===== src/rtl/mac_bias_slice_pkg.sv =====
// Purpose: shared widths, tree-depth helper and pipeline latency constants for mac_bias_slice.
// Latency: n/a (package only).
// Backpressure: n/a.
package mac_bias_slice_pkg;

  // Input register, two product registers, accumulator.
  localparam int MAC_STAGES  = 4;
  // Accumulator snapshot register feeding the adder tree.
  localparam int SNAP_STAGES = 1;
  // Final bias adder register.
  localparam int BIAS_STAGES = 1;

  // Ceiling log2; returns 0 for v <= 1 so a single-lane slice has no tree levels.
  function automatic int clog2(input int v);
    int r;
    r = 0;
    for (int p = 1; p < v; p = p * 2) r++;
    return r;
  endfunction

  // Product width plus one guard bit for accumulation.
  function automatic int num_width(input int iw, input int kw);
    return iw + kw + 1;
  endfunction

  // Edges from the last beat to the visible out_val pulse.
  function automatic int slice_latency(input int g);
    return MAC_STAGES + SNAP_STAGES + clog2(g) + BIAS_STAGES;
  endfunction

endpackage


===== src/rtl/mac_lane.sv =====
// Purpose: one lane: input register, 2-stage signed multiply, first-aware frame accumulator.
// Latency: accumulator reflects a beat 4 edges after it is sampled; acc_last pulses with it.
// Backpressure: none; every valid beat is consumed.
// Ports: img/ker lane samples, in_val/in_last beat tags, acc running sum, acc_last frame done.
module mac_lane
  import mac_bias_slice_pkg::*;
#(
  parameter int IMG_WIDTH = 16,
  parameter int KER_WIDTH = 16,
  localparam int NUM_WIDTH  = num_width(IMG_WIDTH, KER_WIDTH),
  localparam int PROD_WIDTH = IMG_WIDTH + KER_WIDTH
) (
  input  logic                 clk,
  input  logic                 rst,
  input  logic [IMG_WIDTH-1:0] img,
  input  logic [KER_WIDTH-1:0] ker,
  input  logic                 in_val,
  input  logic                 in_last,
  output logic [NUM_WIDTH-1:0] acc,
  output logic                 acc_last
);

  logic signed [IMG_WIDTH-1:0]  img_r;
  logic signed [KER_WIDTH-1:0]  ker_r;
  logic signed [PROD_WIDTH-1:0] prod1;
  logic signed [PROD_WIDTH-1:0] prod2;
  logic [2:0]                   vld;   // beat valid tag per stage
  logic [2:0]                   lst;   // last tag per stage, already qualified by valid
  logic                         first; // next valid product starts a new frame
  logic [NUM_WIDTH-1:0]         prod_ext;

  assign prod_ext = {{(NUM_WIDTH - PROD_WIDTH){prod2[PROD_WIDTH-1]}}, prod2};

  always_ff @(posedge clk) begin
    if (rst) begin
      img_r    <= '0;
      ker_r    <= '0;
      prod1    <= '0;
      prod2    <= '0;
      vld      <= '0;
      lst      <= '0;
      first    <= 1'b1;
      acc      <= '0;
      acc_last <= 1'b0;
    end else begin
      img_r    <= img;
      ker_r    <= ker;
      vld      <= {vld[1:0], in_val};
      lst      <= {lst[1:0], in_val & in_last};
      // Size casts sign-extend the signed operands so the product is full width.
      prod1    <= PROD_WIDTH'(img_r) * PROD_WIDTH'(ker_r);
      prod2    <= prod1;
      // Loading on the first product removes any need to clear between frames.
      if (vld[2]) begin
        acc   <= first ? prod_ext : acc + prod_ext;
        first <= lst[2];
      end
      acc_last <= lst[2];
    end
  end

endmodule


===== src/rtl/mac_bias_slice.sv =====
// Purpose: GROUP_NB-lane MAC over a frame, pipelined adder tree, per-frame bias add.
// Latency: out_val pulses 6+log2(GROUP_NB) edges after the last beat is sampled.
// Backpressure: none; one result per cycle maximum, consumer must take every pulse.
// Ports: img/ker packed lanes (lane i at [i*W +: W]), in_val/in_last beat tags,
//        bias sampled with the last beat, out_data/out_val frame result.
module mac_bias_slice
  import mac_bias_slice_pkg::*;
#(
  parameter int GROUP_NB  = 4,
  parameter int IMG_WIDTH = 16,
  parameter int KER_WIDTH = 16,
  localparam int NUM_WIDTH = num_width(IMG_WIDTH, KER_WIDTH)
) (
  input  logic                          clk,
  input  logic                          rst,
  input  logic [GROUP_NB*IMG_WIDTH-1:0] img,
  input  logic [GROUP_NB*KER_WIDTH-1:0] ker,
  input  logic                          in_val,
  input  logic                          in_last,
  input  logic [NUM_WIDTH-1:0]          bias,
  output logic [NUM_WIDTH-1:0]          out_data,
  output logic                          out_val
);

  localparam int DEPTH = clog2(GROUP_NB);

  logic [NUM_WIDTH-1:0] lane_acc [GROUP_NB];
  logic [GROUP_NB-1:0]  lane_last;
  logic                 snap_en;

  // Heap-indexed tree: leaves at GROUP_NB..2*GROUP_NB-1, root at 1.
  // Every node is a register, so each tree level is one pipeline stage.
  logic [NUM_WIDTH-1:0] tree [1:2*GROUP_NB-1];

  logic [NUM_WIDTH-1:0] bias_mac  [MAC_STAGES];
  logic [NUM_WIDTH-1:0] bias_tree [DEPTH+1];
  logic [DEPTH:0]       vld_tree;

  genvar gi;
  generate
    for (gi = 0; gi < GROUP_NB; gi++) begin : g_lane
      mac_lane #(
        .IMG_WIDTH (IMG_WIDTH),
        .KER_WIDTH (KER_WIDTH)
      ) u_lane (
        .clk      (clk),
        .rst      (rst),
        .img      (img[gi*IMG_WIDTH +: IMG_WIDTH]),
        .ker      (ker[gi*KER_WIDTH +: KER_WIDTH]),
        .in_val   (in_val),
        .in_last  (in_last),
        .acc      (lane_acc[gi]),
        .acc_last (lane_last[gi])
      );
    end
  endgenerate

  // All lanes see identical tags, so the AND is just lane 0's frame-done.
  assign snap_en = &lane_last;

  // Bias rides alongside the MAC stages so it meets its own frame at the snapshot.
  always_ff @(posedge clk) begin
    if (rst) begin
      for (int k = 0; k < MAC_STAGES; k++) bias_mac[k] <= '0;
    end else begin
      bias_mac[0] <= bias;
      for (int k = 1; k < MAC_STAGES; k++) bias_mac[k] <= bias_mac[k-1];
    end
  end

  generate
    for (gi = 0; gi < GROUP_NB; gi++) begin : g_leaf
      always_ff @(posedge clk) begin
        if (rst) tree[GROUP_NB+gi] <= '0;
        else if (snap_en) tree[GROUP_NB+gi] <= lane_acc[gi];
      end
    end
    for (gi = 1; gi < GROUP_NB; gi++) begin : g_node
      always_ff @(posedge clk) begin
        if (rst) tree[gi] <= '0;
        else tree[gi] <= tree[2*gi] + tree[2*gi+1];
      end
    end
  endgenerate

  // Valid tag and bias delayed in step with the tree levels.
  always_ff @(posedge clk) begin
    if (rst) begin
      vld_tree <= '0;
      for (int k = 0; k <= DEPTH; k++) bias_tree[k] <= '0;
    end else begin
      vld_tree[0]  <= snap_en;
      bias_tree[0] <= bias_mac[MAC_STAGES-1];
      for (int k = 1; k <= DEPTH; k++) begin
        vld_tree[k]  <= vld_tree[k-1];
        bias_tree[k] <= bias_tree[k-1];
      end
    end
  end

  // Output register doubles as the bias adder; data holds between pulses.
  always_ff @(posedge clk) begin
    if (rst) begin
      out_data <= '0;
      out_val  <= 1'b0;
    end else begin
      out_val <= vld_tree[DEPTH];
      if (vld_tree[DEPTH]) out_data <= tree[1] + bias_tree[DEPTH];
    end
  end

endmodule


===== config.mk =====
export PLATFORM = sky130hd
export DESIGN_NAME = mac_bias_slice
export DESIGN_NICKNAME = d
export VERILOG_FILES = /design/src/rtl/mac_bias_slice_pkg.sv /design/src/rtl/mac_lane.sv /design/src/rtl/mac_bias_slice.sv
export SDC_FILE = /design/constraint.sdc
export NUM_CORES = 2
export LEC_CHECK = 0
export ABC_AREA = 1
export BUFFER_PORTS_ARGS = -buffer_cell sky130_fd_sc_hd__buf_4
export CAP_MARGIN = 10
export CORE_MARGIN = 8
export CORE_UTILIZATION = 50
export DETAILED_ROUTE_END_ITERATION = 8
export PLACE_DENSITY = 0.66
export SYNTH_ARGS = -nofsm -noshare
export SYNTH_HDL_FRONTEND = slang
export SYNTH_HIERARCHICAL = 1
export SYNTH_SLANG_ARGS = --single-unit
export TNS_END_PERCENT = 100

===== constraint.sdc =====
create_clock -name clk -period 14.1 [get_ports clk]
set_input_delay 2.82 -clock clk [delete_from_list [all_inputs] [get_ports clk]]
set_output_delay 2.82 -clock clk [all_outputs]
set_load 0.02 [all_outputs]

==> results.sh <==
export IMPL_multi_input_area_um2=56300
export IMPL_holdBufCountCts=0
export IMPL_syn_nets=14595
export IMPL_drtAntennaViolNets=0
export IMPL_ff_latch_area_um2=22300
export IMPL_worstPathArrival_ps=6960
export IMPL_final_cells=15292
export IMPL_clock_latency_ps=790
export IMPL_avgSynthCellArea_um2=7.23
export IMPL_cts_resized=0
export IMPL_reg2reg_from="g_lane[1].u_lane/ker_r[2]"
export IMPL_holdPathStages=2
export IMPL_layout_drive_gt1_share_pct=4.80
export IMPL_drt_initial_drc_count=5144
export IMPL_grt_max_degree=190
export IMPL_rsz0062_at_grt="false"
export IMPL_antenna_found_initial=4
export IMPL_fin_setup_tns_ps=0
export IMPL_final_period_utilization_pct=44.9
export IMPL_power_per_cell_area_nw_per_um2=107
export IMPL_fin_crit_ps=6320
export IMPL_start_util_pct=50.1
export IMPL_outcome="completed"
export IMPL_syn_to_final_growth_pct=7.79
export IMPL_n_fill_cell=17923
export IMPL_core_area_um2=185000
export IMPL_max_freq_ghz=0.158
export IMPL_path_class="register to register"
export IMPL_fp_dieW_um=446
export IMPL_crit_chain="nand2_1 > inv_1 > fa_1 > fa_1 > inv_1 > fa_1 > fa_1 > fa_1 > fa_1 > inv_1 > ha_1 > nand2_1 > nor4_1 > nand3_1 > a21oi_1 > nor2_1"
export IMPL_hold_end="g_lane[2].u_lane/prod2[0]"
export IMPL_holdCritStartpoint="g_lane[2].u_lane/prod1[0]"
export IMPL_final_common_cell="inv_1"
export IMPL_dieArea_um2=199000
export IMPL_place_inst=15076
export IMPL_yosys_warnings=6
export IMPL_synth_area_um2=92500
export IMPL_p_leak_nw=54.0
export IMPL_finalClockSkew_ps=62.1
export IMPL_setup_viol=0
export IMPL_vias=75320
export IMPL_die_h_um=446
export IMPL_peakVddDrop_mv=0.108
export IMPL_cts_htree_levels=3
export IMPL_slew_headroom_pct=28.7
export IMPL_slowest_delay_ps=830
export IMPL_clkSlewWorstSetupHoldPaths_ps=60
export IMPL_nNetsFinal=14517
export IMPL_grt_ovfl_total=0
export IMPL_crit_top_cell="fa_1"
export IMPL_cts_root_buf="clkbuf_16"
export IMPL_drt_total_wl_um=237000
export IMPL_slew_viol_final=0
export IMPL_grt_use_total_pct=23.8
export IMPL_grt_pass1_vias=76101
export IMPL_hold_path_class="register to register"
export IMPL_cts_num_sinks=1047
export IMPL_cap_violations=0
export IMPL_ys_types=52
export IMPL_rows=158
export IMPL_cp_max_fo=16
export IMPL_cts_buffers=114
export IMPL_grt_pass1_wl_um=391000
export IMPL_cts_tree="yes"
export IMPL_r2r_end="g_lane[1].u_lane/prod1[30]"
export IMPL_hold_viol_final=0
export IMPL_port_buffers=198
export IMPL_crit_required_ps=14730
export IMPL_ys_seq_area_share_pct=24.1
export IMPL_cts_setup_buffers=0
export IMPL_clock_path_buffers=3
export IMPL_postSynthCellCount=12790
export IMPL_critPathLaunchType="register"
export IMPL_drtPass1Iterations=6
export IMPL_dp_hpwl_um=192000
export IMPL_rrSetupSlack_ps=7780
export IMPL_synth_seq_cells=1047
export IMPL_design_portCount=199
export IMPL_tightest_slew_ps=1070
export IMPL_crit_slowest_cell="fa_1"
export IMPL_most_common_layout_cells="3250 x inv_1, 2988 x nand2_1, 1539 x nor2_1"
export IMPL_drc_errors=0
export IMPL_reg2reg_depth=16
export IMPL_vias_per_cell=4.93
export IMPL_gp_congestion=0.965
export IMPL_end_kind="register"
export IMPL_wl_per_cell_um=15.5
-- where the power goes --
group          leakage, nW  switching [mW]  internal, mW
combinational         43.1            2.52          1.44
sequential            8.87           0.248          3.29
clock                 1.96            1.35          1.81
total                 54.0            4.12          6.54
-- logic make-up after synthesis --
kind of cell | Yosys count | share of synthesized area [%]
AOI/OAI and AO/OA | 1137 | 6.78
DFF | 1047 | 24.1
xor gates and xnor gates | 112 | 1.06
adders and majority gates | 1640 | 30.8
and+or+nand+nor | 5174 | 22.3
buffers and inverters | 3680 | 15.0
-- critical path, delay by kind of cell (launching register included) --
kind	cells	cell delay (ps)
fa+ha+maj	7	3760
simple gates	5	1210
buf+inv	3	310
compound gates	1	180
flops	1	740
-- state kept, by name, indices dropped and copies added (netlist names) --
signal and flops:
bias_tree 99, out_data 33, g_lane.u_lane/vld 12, g_lane.u_lane/prod1 128, g_lane.u_lane/ker_r 64, vld_tree 3, bias_mac 132, g_lane.u_lane/lst 12
tree 231, g_lane.u_lane/acc 132, g_lane.u_lane/img_r 64, g_lane.u_lane/acc_last 4, out_val 1, g_lane.u_lane/prod2 128, g_lane.u_lane/first 4
-- synthesized netlist by cell type, drive strengths merged --
| cell | instances | area [µm²] |
|---|---|---|
| nand3b | 4 | 30.0 |
| a31o | 2 | 17.5 |
| inv | 3263 | 12200 |
| o21ai | 333 | 1720 |
| nand3 | 330 | 1680 |
| and3 | 29 | 181 |
| buf | 42 | 204 |
| o211ai | 45 | 343 |
| ha | 584 | 7310 |
| nor4 | 6 | 37.5 |
| nor2 | 1572 | 6000 |
| nand2 | 3055 | 11600 |
| a21o | 25 | 188 |
| clkinv | 10 | 37.5 |
| xor2 | 62 | 543 |
| o21a | 27 | 203 |
| and2 | 28 | 175 |
| a211oi | 2 | 15.0 |
| fa | 1056 | 21100 |
| o21bai | 36 | 289 |
| dfxtp | 915 | 18300 |
| a21boi | 7 | 52.6 |
| a21oi | 652 | 3390 |
| a31oi | 7 | 43.8 |
| nand4 | 53 | 332 |
| clkbuf | 365 | 1370 |
| xnor2 | 50 | 438 |
| edfxtp | 132 | 3960 |
| o311ai | 1 | 8.76 |
| nor3 | 72 | 405 |
| or2 | 25 | 156 |
-- area by class of cell --
type                            instances  area share [%]
Multi-Input combinational cell       8063            56.5
Sequential cell                      1047            22.4
Inverter                             3273            12.3
Clock buffer                          145            3.20
Tap cell                             2480            3.11
Timing Repair Buffer                  213            1.62
Clock inverter                         70           0.860
Antenna cell                            1         0.00251
-- how the worst max path moves through the flow --
| stage | slack [ps] | end | depth (start not counted) | start |
|---|---|---|---|---|
| 2_1_floorplan | 7380 | tree[1][0] | 4 | rst |
| 3_3_place_gp | 7890 | g_lane[1].u_lane/prod1[30] | 16 | g_lane[1].u_lane/ker_r[1] |
| 3_5_place_dp | 7810 | g_lane[1].u_lane/prod1[30] | 16 | g_lane[1].u_lane/ker_r[1] |
| 4_1_cts | 7800 | g_lane[1].u_lane/prod1[30] | 16 | g_lane[1].u_lane/ker_r[1] |
| 5_1_grt | 7400 | g_lane[1].u_lane/prod1[30] | 17 | g_lane[1].u_lane/ker_r[2] |
| 6_report | 7780 | g_lane[1].u_lane/prod1[30] | 16 | g_lane[1].u_lane/ker_r[2] |
-- stage by stage --
stage          instance area, µm²  hold WS, ps  util [%]  worst slack [ps]  power, mW
2_1_floorplan               92500          388         -              7380       6.47
3_3_place_gp                95600          389      51.8              7890       7.50
4_1_cts                     99700          333      54.0              7800       10.8
6_report                    99700          352      54.0              7780       10.7
5_1_grt                     99700          373      54.0              7400       11.5
3_5_place_dp                95600          393      51.8              7810       7.56
-- layer usage --
layer / vias to the layer above / routed length [µm] / track usage, %
li1: 37351 / - / -
met1: 35547 / 106000 / 32.5
met2: 1998 / 110000 / 39.6
met3: 424 / 12700 / 2.65
met4: 0 / 8640 / 8.07
met5: - / 0 / 0
(Power assumes the default switching activity.)
